**config.mk**
```make
export PLATFORM = sky130hd
export DESIGN_NAME = flip_alpha_gen
export DESIGN_NICKNAME = d
export VERILOG_FILES = /design/src/rtl/flip_alpha_gen_pkg.sv /design/src/rtl/flip_alpha_gen_mult.sv /design/src/rtl/flip_alpha_gen.sv
export SDC_FILE = /design/constraint.sdc
export NUM_CORES = 1
export LEC_CHECK = 0
export BUFFER_PORTS_ARGS = -buffer_cell sky130_fd_sc_hd__buf_2
export CORE_ASPECT_RATIO = 0.8
export CORE_MARGIN = 2
export CORE_UTILIZATION = 35
export DETAILED_ROUTE_END_ITERATION = 6
export GPL_ROUTABILITY_DRIVEN = 1
export PLACE_DENSITY = 0.62
export SYNTH_ARGS = -nofsm -noshare
export SYNTH_HDL_FRONTEND = slang
export SYNTH_SLANG_ARGS = --single-unit
```
**constraint.sdc**
```tcl
create_clock -name i_clk -period 2.5 [get_ports i_clk]
set_input_delay 0.125 -clock i_clk [delete_from_list [all_inputs] [get_ports i_clk]]
set_output_delay 0.125 -clock i_clk [all_outputs]
set_load 0.05 [all_outputs]
```
**src/rtl/flip_alpha_gen_pkg.sv**
```systemverilog
// Shared definitions for the Chase flip-alpha generator: code encodings, frame limits,
// primitive polynomials, FSM encoding and the single-step multiply-by-alpha helper.
package flip_alpha_gen_pkg;

   localparam int AW = 10;

   localparam logic [1:0] CODE_63   = 2'b00;
   localparam logic [1:0] CODE_255  = 2'b01;
   localparam logic [1:0] CODE_1023 = 2'b10;

   localparam logic [AW-1:0] LAST_63   = 10'd62;
   localparam logic [AW-1:0] LAST_255  = 10'd254;
   localparam logic [AW-1:0] LAST_1023 = 10'd1022;

   localparam logic [AW:0] POLY_63   = 11'h043;
   localparam logic [AW:0] POLY_255  = 11'h11D;
   localparam logic [AW:0] POLY_1023 = 11'h409;

   typedef enum logic [1:0] {
      ST_IDLE = 2'd0,
      ST_SCAN = 2'd1,
      ST_DONE = 2'd2
   } state_e;

   typedef struct packed {
      logic [AW-1:0] a1;
      logic [AW-1:0] a3;
      logic [AW-1:0] a5;
      logic [AW-1:0] a7;
   } alpha_set_t;

   function automatic logic [AW-1:0] last_pos(input logic [1:0] code);
      logic [AW-1:0] lim;
      case (code)
         CODE_63:  lim = LAST_63;
         CODE_255: lim = LAST_255;
         default:  lim = LAST_1023;
      endcase
      return lim;
   endfunction

   // Shift left and fold the overflow bit back through the primitive polynomial.
   function automatic logic [AW-1:0] mul_alpha(input logic [AW-1:0] x, input logic [1:0] code);
      logic [AW:0]   sh;
      logic [AW-1:0] y;
      sh = {x, 1'b0};
      case (code)
         CODE_63: begin
            if (sh[6]) sh = sh ^ POLY_63;
            y = {4'b0, sh[5:0]};
         end
         CODE_255: begin
            if (sh[8]) sh = sh ^ POLY_255;
            y = {2'b0, sh[7:0]};
         end
         default: begin
            if (sh[10]) sh = sh ^ POLY_1023;
            y = sh[9:0];
         end
      endcase
      return y;
   endfunction

endpackage

```
**src/rtl/flip_alpha_gen_mult.sv**
```systemverilog
// gf_mult_alpha_pow: combinational multiply by alpha^K in the field chosen by i_code.
import flip_alpha_gen_pkg::*;

module gf_mult_alpha_pow #(
   parameter int K = 1
) (
   input  logic [AW-1:0] i_x,
   input  logic [1:0]    i_code,
   output logic [AW-1:0] o_y
);

   always_comb begin
      o_y = i_x;
      for (int i = 0; i < K; i++) begin
         o_y = mul_alpha(o_y, i_code);
      end
   end

endmodule

```
**src/rtl/flip_alpha_gen.sv**
```systemverilog
// flip_alpha_gen: finds the two least-reliable positions of a frame and emits alpha^(k*p), k=1,3,5,7.
// Optional macro FLIP_POS_OUT_EN adds the captured positions as o_pos1/o_pos2.
import flip_alpha_gen_pkg::*;

module flip_alpha_gen #(
   parameter int RW = 7
) (
   input  logic          i_clk,
   input  logic          i_rst_n,
   input  logic [1:0]    i_code,
   input  logic          i_start,
   input  logic          i_valid,
   input  logic [RW-1:0] i_rel,
   output logic [AW-1:0] o_flip_alpha_S1_1,
   output logic [AW-1:0] o_flip_alpha_S3_1,
   output logic [AW-1:0] o_flip_alpha_S5_1,
   output logic [AW-1:0] o_flip_alpha_S7_1,
   output logic [AW-1:0] o_flip_alpha_S1_2,
   output logic [AW-1:0] o_flip_alpha_S3_2,
   output logic [AW-1:0] o_flip_alpha_S5_2,
   output logic [AW-1:0] o_flip_alpha_S7_2,
   output logic          o_flip_alpha_valid,
`ifdef FLIP_POS_OUT_EN
   output logic [AW-1:0] o_pos1,
   output logic [AW-1:0] o_pos2,
`endif
   output logic          o_busy
);

   localparam logic [RW:0] REL_SENTINEL = {1'b1, {RW{1'b0}}};
   localparam alpha_set_t  X_ONE        = '{a1: AW'(1), a3: AW'(1), a5: AW'(1), a7: AW'(1)};

   state_e        state_q, state_d;
   logic [1:0]    code_q, code_d;
   logic [AW-1:0] cnt_q, cnt_d;
   alpha_set_t    x_q, x_d;
   logic [RW:0]   min1_q, min1_d, min2_q, min2_d;
   alpha_set_t    slot1_q, slot1_d, slot2_q, slot2_d;
`ifdef FLIP_POS_OUT_EN
   logic [AW-1:0] pos1_q, pos1_d, pos2_q, pos2_d;
`endif

   logic [1:0]    code_cur;
   logic [AW-1:0] cnt_cur;
   alpha_set_t    x_cur;
   logic [RW:0]   min1_cur, min2_cur;
   logic [AW-1:0] mul_y1, mul_y3, mul_y5, mul_y7;
   logic          beat_acc;
   logic [RW:0]   rel_ext;

   // A start cycle behaves as if the frame state were already re-initialised, so a
   // beat arriving together with i_start is handled as position 0 of the new frame.
   always_comb begin
      code_cur = code_q;
      cnt_cur  = cnt_q;
      x_cur    = x_q;
      min1_cur = min1_q;
      min2_cur = min2_q;
      if (i_start) begin
         code_cur = i_code;
         cnt_cur  = '0;
         x_cur    = X_ONE;
         min1_cur = REL_SENTINEL;
         min2_cur = REL_SENTINEL;
      end
   end

   assign beat_acc = i_valid && (i_start || (state_q == ST_SCAN));
   assign rel_ext  = {1'b0, i_rel};

   gf_mult_alpha_pow #(.K(1)) u_mul1 (.i_x(x_cur.a1), .i_code(code_cur), .o_y(mul_y1));
   gf_mult_alpha_pow #(.K(3)) u_mul3 (.i_x(x_cur.a3), .i_code(code_cur), .o_y(mul_y3));
   gf_mult_alpha_pow #(.K(5)) u_mul5 (.i_x(x_cur.a5), .i_code(code_cur), .o_y(mul_y5));
   gf_mult_alpha_pow #(.K(7)) u_mul7 (.i_x(x_cur.a7), .i_code(code_cur), .o_y(mul_y7));

   always_comb begin
      state_d = state_q;
      code_d  = code_cur;
      cnt_d   = cnt_cur;
      x_d     = x_cur;
      min1_d  = min1_cur;
      min2_d  = min2_cur;
      slot1_d = slot1_q;
      slot2_d = slot2_q;
`ifdef FLIP_POS_OUT_EN
      pos1_d  = pos1_q;
      pos2_d  = pos2_q;
`endif
      if (i_start) begin
         state_d = ST_SCAN;
      end
      if (beat_acc) begin
         // Strict compares keep the earlier position on equal reliability.
         if (rel_ext < min1_cur) begin
            min2_d  = min1_cur;
            slot2_d = slot1_q;
            min1_d  = rel_ext;
            slot1_d = x_cur;
`ifdef FLIP_POS_OUT_EN
            pos2_d  = pos1_q;
            pos1_d  = cnt_cur;
`endif
         end else if (rel_ext < min2_cur) begin
            min2_d  = rel_ext;
            slot2_d = x_cur;
`ifdef FLIP_POS_OUT_EN
            pos2_d  = cnt_cur;
`endif
         end
         cnt_d = cnt_cur + AW'(1);
         x_d   = '{a1: mul_y1, a3: mul_y3, a5: mul_y5, a7: mul_y7};
         if (cnt_cur == last_pos(code_cur)) begin
            state_d = ST_DONE;
         end
      end
   end

   always_ff @(posedge i_clk or negedge i_rst_n) begin
      if (!i_rst_n) begin
         state_q <= ST_IDLE;
         code_q  <= '0;
         cnt_q   <= '0;
         x_q     <= '0;
         min1_q  <= REL_SENTINEL;
         min2_q  <= REL_SENTINEL;
         slot1_q <= '0;
         slot2_q <= '0;
`ifdef FLIP_POS_OUT_EN
         pos1_q  <= '0;
         pos2_q  <= '0;
`endif
      end else begin
         state_q <= state_d;
         code_q  <= code_d;
         cnt_q   <= cnt_d;
         x_q     <= x_d;
         min1_q  <= min1_d;
         min2_q  <= min2_d;
         slot1_q <= slot1_d;
         slot2_q <= slot2_d;
`ifdef FLIP_POS_OUT_EN
         pos1_q  <= pos1_d;
         pos2_q  <= pos2_d;
`endif
      end
   end

   logic out_en;
   logic hi_en;

   // Results are only presented in DONE; odd powers 5 and 7 exist only for the n=1023 code.
   assign out_en             = (state_q == ST_DONE);
   assign hi_en              = out_en && (code_q == CODE_1023);
   assign o_flip_alpha_valid = out_en;
   assign o_busy             = (state_q == ST_SCAN);

   assign o_flip_alpha_S1_1 = out_en ? slot1_q.a1 : '0;
   assign o_flip_alpha_S3_1 = out_en ? slot1_q.a3 : '0;
   assign o_flip_alpha_S5_1 = hi_en  ? slot1_q.a5 : '0;
   assign o_flip_alpha_S7_1 = hi_en  ? slot1_q.a7 : '0;
   assign o_flip_alpha_S1_2 = out_en ? slot2_q.a1 : '0;
   assign o_flip_alpha_S3_2 = out_en ? slot2_q.a3 : '0;
   assign o_flip_alpha_S5_2 = hi_en  ? slot2_q.a5 : '0;
   assign o_flip_alpha_S7_2 = hi_en  ? slot2_q.a7 : '0;

`ifdef FLIP_POS_OUT_EN
   assign o_pos1 = out_en ? pos1_q : '0;
   assign o_pos2 = out_en ? pos2_q : '0;
`endif

endmodule

```
==> impl_metrics.ini, run 1 <==
[timing]
worst_pin_slew_ns = 0.533
relSlewSlack_pct = 64.4
fin_crit_sh_pct = 94.8
final.min_clock_period_ns = 2.37
rsz0062_at_grt = false
slew_viol_final = 0
fmax_mhz = 422
setup_violations = 0
finalHoldViolations = 0
fin_ws_ns = 0.129
setup_tns_ns = 0
fin_skew_ns = 0.0108

[worst_setup_path]
critical_path.slowest_cell = dlygate4sd3_1
r2r_end = slot2_q[11]
crit_path_end_kind = flop
critPathTopFamily = buffers and inverters
crit_required_ns = 2.81
arrival_ns = 2.68
reg2reg_depth = 8
crit_chain = dlygate4sd3_1, buf_2, or3b_1, a21o_1, a2111oi_2, o31a_2, buf_4, buf_12, mux2i_1, o21ai_1
crit_fanout = 14
critical_path_buf_inv_count = 4
start_kind = input port
path_class = in -> reg
r2r_setup_slack_ns = 0.17
rr_startpoint = min1_q[0]
cpPeakStageDelay_ns = 0.53

[power]
power_leakage_nw = 4.90
peakVddDrop_v = 0.000507
powerDensity_mw_per_mm2 = 638

[hold_path]
hold-path-endpoint = code_q[1]
hold_path_class = in -> reg
min_from = i_code[1]
holdPathStages = 4

[global_routing]
grtUsageTotal_pct = 17.7
grt_pass1_wl_um = 36900
grt_overflow = 0
antenna_found_initial = 1
grt_pass1_vias = 6607
grt_max_degree = 81

[yosys]
syn_area_mm2 = 0.00865
ys_ff_latch = 150
syn_avg_cell_area_um2 = 8.70
seq_area_frac_synth_pct = 43.4
synth_edf_count = 0
synth_warnings = 0
ys_types = 64
syn_nets = 1022
synthFlopType = dfrtp_1
netlist_instances = 995
ys_async_sr_fraction_pct = 100

[detailed_routing]
vias = 7283
drt_first_pass_iters = 5
via_per_inst = 5.09
drt-total-wl_um = 22800
drcViolationCount = 0
ant_nets = 0
drtIter0Drc = 620
wl_per_cell_um = 16.0

[clock_network]
clk_root_buffer_cell = clkbuf_16
clockBufferDepth = 2
htree_levels = 4
clk_pin_slew_worst_paths_ns = 0.06
insertion_delay_ns = 0.43
cts_buffers = 17
cts_tree = built
cts.sinks = 150

[placed_design]
portBuffers = 94
place_inst = 1386
dp_slack_ns = 0.0320
routabilityCongestion = 0.828
post-dp-hpwl_um = 15700

[floorplan]
core_mm2 = 0.0243
die_x_um = 180
fp.dieH_um = 145
die_area_mm2 = 0.0260
initial_utilization_pct = 35.6
io_pins = 95
rows = 51

[job]
maxCapViolations = 0

[final_layout]
layout-drive-gt1-share_pct = 19.0
nets = 1127
final_cells = 1432
area_delta_synth_final_pct = 20.5

[outcome]
status = complete, no violations
==> cell type report <==
class                      count  area (µm²)
antenna                        1        2.50
clock buffer                  23         478
clock inverter                 9        93.8
fill                        2348       13900
inverter                      10        37.5
multi-input combinational    755        4510
sequential                   150        3760
tap                          318         398
timing repair buffer         166        1160
==> where the power goes <==
| group | leakage, nW | total (mW) | switching, mW | internal (mW) |
|---|---|---|---|---|
| Combinational | 2.63 | 1.26 | 0.698 | 0.560 |
| Sequential | 2.00 | 2.91 | 0.263 | 2.64 |
| Clock | 0.268 | 2.49 | 1.03 | 1.46 |
==> worst register-to-register path: stages, from the launching register on <==
cell,delay (ns)
dfrtp_1,0.34
or3b_1,0.34
a21o_1,0.19
a2111oi_2,0.35
o31a_2,0.32
buf_4,0.20
buf_12,0.16
mux2i_1,0.23
o21ai_1,0.08
==> layout by cell type (no fill, tap or decap), drive strengths merged, types with 11 or more instances in the layout <==
master	synthesis	routed
a21oi	46	46
and2	86	86
buf	28	156
clkbuf	52	25
dfrtp	148	148
ha	14	14
inv	9	11
mux2i	50	50
nand2	188	188
nand3	19	19
nor2	46	46
nor2b	11	11
nor3	11	11
o21ai	128	128
xnor2	20	20
xor2	32	32
==> how the worst max path moves through the flow <==
stage | cells past startpoint | slack [ns] | startpoint | end
after floorplan | 7 | 0.002 | state_q[0] | x_q[16]
after global placement | 10 | 0.12 | i_start | slot2_q[22]
after detailed placement | 11 | 0.03 | i_start | slot2_q[12]
after CTS | 10 | 0.03 | i_rel[0] | slot2_q[12]
after global routing | 11 | 0.003 | i_rel[0] | slot2_q[27]
final | 10 | 0.13 | i_rel[0] | slot2_q[11]
==> routing by layer <==
layer	track usage (%)	vias to the layer above	part of all wire, %
met4	5.01	0	1.3
met3	3.95	26	5.7
li1	-	3603	-
met5	0	-	0
met2	24.7	197	41
met1	27.2	3457	52
==> metrics by stage <==
stage / util [%] / area [µm²] / hold slack (ns) / total power, mW
floorplan: - / 8660 / -0.171 / 3.72
global placement: 39.9 / 9710 / 0.129 / 4.15
detailed placement: 39.9 / 9710 / 0.127 / 4.17
CTS: 42.6 / 10400 / 0.0979 / 6.68
global route: 42.9 / 10400 / 0.129 / 7.00
finish: 42.9 / 10400 / 0.104 / 6.66
==> what timing repair did <==
item,4_1_cts,5_1_grt
hold endpoints to repair,59,0
hold buffers,8,0
setup buffers,0,4
gates resized for setup,0,3
endpoints found under the setup margin,0,65
==> cells by family after synthesis <==
logic type	count (synthesis)	synth area share, %
multiplexers	59	6.95
buffers and inverters	90	4.90
flip-flops	150	43.4
adder cells (fa/ha/maj)	14	2.02
AO/OA/AOI/OAI	232	15.6
AND/OR/NAND/NOR	398	21.9
XOR/XNOR	52	5.26
==> registers in the layout (all words and copies together), names as in the netlist <==
| name | count |
|---|---|
| state_q | 2 |
| cnt_q | 10 |
| min2_q | 8 |
| x_q | 40 |
| code_q | 2 |
| slot2_q | 40 |
| min1_q | 8 |
| slot1_q | 40 |
==> synth_stat cells (14+ instances only) <==
| cell | number | share of area, % |
|---|---|---|
| o21ai_0 | 71 | 4.1 |
| and2_1 | 86 | 6.2 |
| o21ai_1 | 56 | 3.2 |
| nor2_1 | 46 | 2.0 |
| nand2_1 | 188 | 8.2 |
| ha_1 | 14 | 2.0 |
| dfrtp_1 | 148 | 43 |
| xnor2_1 | 20 | 2.0 |
| mux2i_1 | 50 | 5.8 |
| nand3_1 | 19 | 1.1 |
| xor2_1 | 32 | 3.2 |
| a21oi_1 | 45 | 2.6 |
| clkbuf_1 | 52 | 2.3 |
(Power assumes the default switching activity.)
==> inputs of run 2 (changes only) <==
--- a/config.mk
+++ b/config.mk
@@ -5,13 +5,13 @@
 export SDC_FILE = /design/constraint.sdc
 export NUM_CORES = 1
 export LEC_CHECK = 0
-export BUFFER_PORTS_ARGS = -buffer_cell sky130_fd_sc_hd__buf_2
 export CORE_ASPECT_RATIO = 0.8
 export CORE_MARGIN = 2
 export CORE_UTILIZATION = 35
 export DETAILED_ROUTE_END_ITERATION = 6
+export DONT_BUFFER_PORTS = 1
 export GPL_ROUTABILITY_DRIVEN = 1
-export PLACE_DENSITY = 0.62
+export PLACE_DENSITY = 0.59
 export SYNTH_ARGS = -nofsm -noshare
 export SYNTH_HDL_FRONTEND = slang
 export SYNTH_SLANG_ARGS = --single-unit
==> constraint.sdc (replaced) <==
create_clock -name i_clk -period 2.4 [get_ports i_clk]
set_input_delay 0.12 -clock i_clk [delete_from_list [all_inputs] [get_ports i_clk]]
set_output_delay 0.12 -clock i_clk [all_outputs]
set_load 0.05 [all_outputs]
==> run 2 against run 1 <==
  * The run now ends with hold timing left
  * Routed wire length shrank 1.2%
  * Non-clock buffer count shrank 59
  * Critical path depth shrank 4
  * First-iteration DRC count shrank 5.8%
  * Clock power grew 11%
  * Worst setup slack lost 0.030 ns
  * Clock skew shrank 0.0017 ns
==> impl_metrics.ini, run 2 (synthesized netlist as in run 1, its figures left out) <==
[outcome]
status = finished, violations left
violations = hold timing

[worst_setup_path]
critical_path.slowest_cell = dfrtp_2
arrival_ns = 2.18
critPathTopFamily = buffers and inverters
cpPeakStageDelay_ns = 0.47
critical_path_buf_inv_count = 4
crit_fanout = 40
crit_chain = buf_4, inv_1, nor4_4, buf_12, and2_1, buf_12
crit_required_ns = 2.28
start_kind = flop
crit_path_end_kind = primary output
path_class = reg -> out
crit_top_cell = buf_12

[global_routing]
grtUsageTotal_pct = 17.8
grt_pass1_vias = 6791
grt_pass1_wl_um = 37100
grt.met1_usage_pct = 26.3
grt_max_degree = 151
grt_overflow = 0
grt_use_met3_pct = 4.84
antenna_found_initial = 0
grt-busiest-layer = met1
gr-usage-met2_pct = 25.9

[timing]
fin_skew_ns = 0.00911
final.min_clock_period_ns = 2.30
hold-worst-slack_ns = -0.618
finalHoldViolations = 150
fin_crit_sh_pct = 95.9
relSlewSlack_pct = 55.9
fmax_mhz = 435
worst_pin_slew_ns = 0.659
slew_viol_final = 0
setup_violations = 0
setup_tns_ns = 0

[final_layout]
reg_top3 = slot1_q (40), slot2_q (40), x_q (40)
layout-drive-gt1-share_pct = 15.2
layout_common_cells = nand2_1, dfrtp_1, and2_1
antenna_cells = 0
nets = 1068
final_common_cell = nand2_1
area_delta_synth_final_pct = 24.6

[placed_design]
portBuffers = 0
routabilityCongestion = 0.843
post-dp-hpwl_um = 14900

[detailed_routing]
drt_first_pass_iters = 5
drcViolationCount = 0
drt-total-wl_um = 22600
via_per_inst = 5.16
drtIter0Drc = 584
ant_nets = 0
vias = 7079
wl_per_cell_um = 16.4

[floorplan]
fp.dieH_um = 145
die_x_um = 180
die_area_mm2 = 0.0260
rows = 51
core_mm2 = 0.0243
io_pins = 95
initial_utilization_pct = 35.6

[clock_network]
insertion_delay_ns = 0.43
clk_pin_slew_worst_paths_ns = 0.06
cts_tree = built
cts.sinks = 150
htree_levels = 4
cts_hold_buffers = 10
clockBufferDepth = 2
clk_root_buffer_cell = clkbuf_16
cts_buffers = 17

[power]
powerDensity_mw_per_mm2 = 651
peakVddDrop_v = 0.000492
p_clk_share_pct = 39.2
p_comb_share_pct = 18.0
power_leakage_nw = 4.72
power_mw = 7.02
seqPwrFrac_pct = 42.7
switching_share_pct = 29.1
p_int_mw = 4.98
switchingPower_mw = 2.04

[job]
maxCapViolations = 0

[hold_path]
hold_path_class = in -> async
==> run 2: final cells by class <==
| class | count | area [µm²] |
|---|---|---|
| repair buffers | 107 | 1450 |
| clock buffers | 18 | 429 |
| flip-flops and latches | 150 | 3760 |
| multi-input cells | 755 | 4530 |
| fillers | 2333 | 13500 |
| inverters | 10 | 37.5 |
| well taps | 318 | 398 |
| clock inverters | 14 | 175 |
==> run 2: timing repair <==
| action | 4_1_cts | 5_1_grt |
|---|---|---|
| gates resized for setup | 1 | 7 |
| endpoints found under the setup margin | 40 | 103 |
| buffers inserted | 0 | 7 |
| endpoints found under the hold margin | 215 | 150 |
| gates cloned | 0 | 0 |
| pin swaps | 0 | 3 |
==> run 2: final timing paths <==
check / start / to / slack, ns / depth (start not counted)
worst max-delay path: code_q[1] / o_flip_alpha_S7_1[4] / 0.1 / 6
worst min-delay path: i_rst_n / slot2_q[24] / -0.62 / 0
worst max register to register: code_q[1] / x_q[2] / 0.11 / 11
worst min register to register: slot2_q[3] / slot2_q[3] / 0.47 / 2
max in group asynchronous: i_rst_n / min2_q[7] / 2.75 / 0
min in group i_clk: i_rel[2] / min2_q[2] / 0.02 / 3
==> run 2: worst reg2reg max path, delay by kind of cell (launching register included) <==
family | cells | cell delay (ns)
AO/OA/AOI/OAI | 2 | 0.20
buffers and inverters | 5 | 0.86
multiplexers | 1 | 0.22
flip-flops | 1 | 0.48
AND/OR/NAND/NOR | 3 | 0.41
==> run 2: metal layers <==
layer,up-vias,wire length (µm)
li1,3483,-
met1,3394,11500
met2,186,9460
met3,16,1360
met4,0,242
met5,-,0
==> run 2: power groups by stage <==
stage	Clock, mW	Combinational (mW)	Sequential, mW
3_5_place_dp	0	1.19	3.04
5_1_grt	2.93	1.41	3.03
6_report	2.76	1.27	3.00
4_1_cts	2.80	1.24	3.00
2_1_floorplan	0	0.983	2.90
3_3_place_gp	0	1.17	3.04
==> run 2: per-stage QoR <==
stage          instances  utilization [%]  cell area (µm²)  setup WS (ns)
4_1_cts             1365             44.0            10700         0.0243
3_5_place_dp        1323             41.1             9980         0.0670
6_report            1372             44.3            10800         0.0995
3_3_place_gp        1323             41.1             9980          0.110
2_1_floorplan        995                -             8680         0.0285
5_1_grt             1372             44.3            10800        -0.0150
==> inputs of run 3 (changes only) <==
--- a/config.mk
+++ b/config.mk
@@ -5,7 +5,7 @@
 export SDC_FILE = /design/constraint.sdc
 export NUM_CORES = 1
 export LEC_CHECK = 0
-export CORE_ASPECT_RATIO = 0.8
+export CORE_ASPECT_RATIO = 2
 export CORE_MARGIN = 2
 export CORE_UTILIZATION = 35
 export DETAILED_ROUTE_END_ITERATION = 6
==> run 3 against run 2 <==
  * Clock power shrank 1%
  * Critical endpoint is now o_flip_alpha_S7_1[1]
  * Cell count grew 1.1%
  * First-iteration DRC count shrank 0.86%
  * Count of clock-buffer cells in the layout shrank 1
  * The flow still finishes with violations (hold timing)
==> impl_metrics.ini, run 3 (synthesized netlist as in run 1, its figures left out) <==
[timing]
fin_crit_sh_pct = 95.8
hold-worst-slack_ns = -0.638
fin_skew_ns = 0.0148
final.min_clock_period_ns = 2.30
worst_pin_slew_ns = 0.627
fmax_mhz = 435
rsz0062_at_grt = true
fin_ws_ns = 0.0999
setup_violations = 0
relSlewSlack_pct = 58.1
setup_tns_ns = 0
finalHoldViolations = 150
slew_viol_final = 0

[final_layout]
antenna_cells = 0
nets = 1069
final_common_cell = nand2_1
reg_top3 = slot1_q (40), slot2_q (40), x_q (40)
layout_common_cells = nand2_1, dfrtp_1, and2_1
fill_cells = 2354
fin_area_mm2 = 0.0108
layout-drive-gt1-share_pct = 15.5
fin_util_pct = 44.2
area_delta_synth_final_pct = 24.8
final_cells = 1387

[power]
power_mw = 7.02
powerDensity_mw_per_mm2 = 650
peakVddDrop_v = 0.000464
power_leakage_nw = 4.73

[outcome]
violations = hold timing
status = finished, violations left

[global_routing]
grt_max_degree = 151
grt_pass1_vias = 7466
grt_overflow = 0
grt_pass1_wl_um = 40000
antenna_found_initial = 0
grtUsageTotal_pct = 20.0

[worst_setup_path]
crit_top_cell = buf_12
crit_path_end_kind = primary output
cpPeakStageDelay_ns = 0.45
start_kind = flop
rr_startpoint = min1_q[0]
reg2reg_depth = 7
r2r_setup_slack_ns = 0.12
crit_required_ns = 2.28
arrival_ns = 2.18
critical_path.slowest_cell = dfrtp_2
crit_chain = buf_6, clkinvlp_4, nor4_4, buf_12, and2_1, buf_12
r2r_end = slot2_q[9]
crit_fanout = 40
path_class = reg -> out

[clock_network]
clockBufferDepth = 2
insertion_delay_ns = 0.45
htree_levels = 4
clk_root_buffer_cell = clkbuf_16
cts.sinks = 150
cts_buffers = 17
cts_hold_buffers = 12
clk_pin_slew_worst_paths_ns = 0.07
cts_tree = built

[floorplan]
initial_utilization_pct = 35.4
die_x_um = 115
io_pins = 95
rows = 81
core_mm2 = 0.0244
fp.dieH_um = 226
die_area_mm2 = 0.0261

[detailed_routing]
drtIter0Drc = 579
drcViolationCount = 0
drt_first_pass_iters = 5
ant_nets = 0
wl_per_cell_um = 18.0
drt-total-wl_um = 24900
via_per_inst = 5.24
vias = 7272

[placed_design]
portBuffers = 0
place_inst = 1342
post-dp-hpwl_um = 17300
routabilityCongestion = 0.863
place_area_mm2 = 0.0100
dp_slack_ns = 0.0875

[job]
maxCapViolations = 0

[hold_path]
hold_path_class = in -> async
## run 3: changes by cell type in the layout (fill, tap and decap cells not counted), sizes merged, moves of 2 or more
cell         delta
clkinv          -4
clkinvlp        +2
dlygate4sd3     +2
inv             +4
## run 3: worst max-delay path: cells and delay by family, from the launching register on
| family | cells | cell delay [ns] |
|---|---|---|
| buffers and inverters | 4 | 0.70 |
| and+or+nand+nor | 2 | 0.55 |
| DFF | 1 | 0.45 |
## run 3: worst max path at each step
stage	from	endpoint	slack (ns)	depth (start not counted)
CTS	code_q[1]	o_flip_alpha_S5_1[1]	0.04	6
global route	min1_q[0]	slot2_q[9]	-0.04	7
floorplan	i_start	slot1_q[3]	0.03	12
global placement	min1_q[0]	slot2_q[9]	0.12	7
finish	code_q[1]	o_flip_alpha_S7_1[1]	0.1	6
detailed placement	min1_q[0]	slot2_q[9]	0.09	7
## run 3: cell type report
class                      instances  area [µm²]  area share, %
clock buffer                      17         425           3.94
clock inverter                    15         165           1.53
inverter                          10        41.3          0.382
multi-input combinational        755        4540           42.0
sequential                       150        3760           34.8
tap                              332         415           3.85
timing repair buffer             108        1460           13.5
## run 3: per-layer routing
| layer | wire [µm] | GRT usage, % |
|---|---|---|
| met4 | 1070 | 9.91 |
| met1 | 8900 | 20.2 |
| met3 | 736 | 3.48 |
| met5 | 0 | 0 |
| met2 | 14200 | 38.4 |
## run 3: what timing repair did
item                                    4_1_cts  5_1_grt
endpoints found under the setup margin       40       15
gates cloned                                  0        0
setup buffers                                 1        0
resized for setup                             5        7
hold endpoints to repair                    214      150
## run 3: power by group
part           switching (mW)  internal (mW)
Clock                    1.17           1.55
Sequential              0.250           2.76
Combinational           0.718          0.577
Total                    2.14           4.89
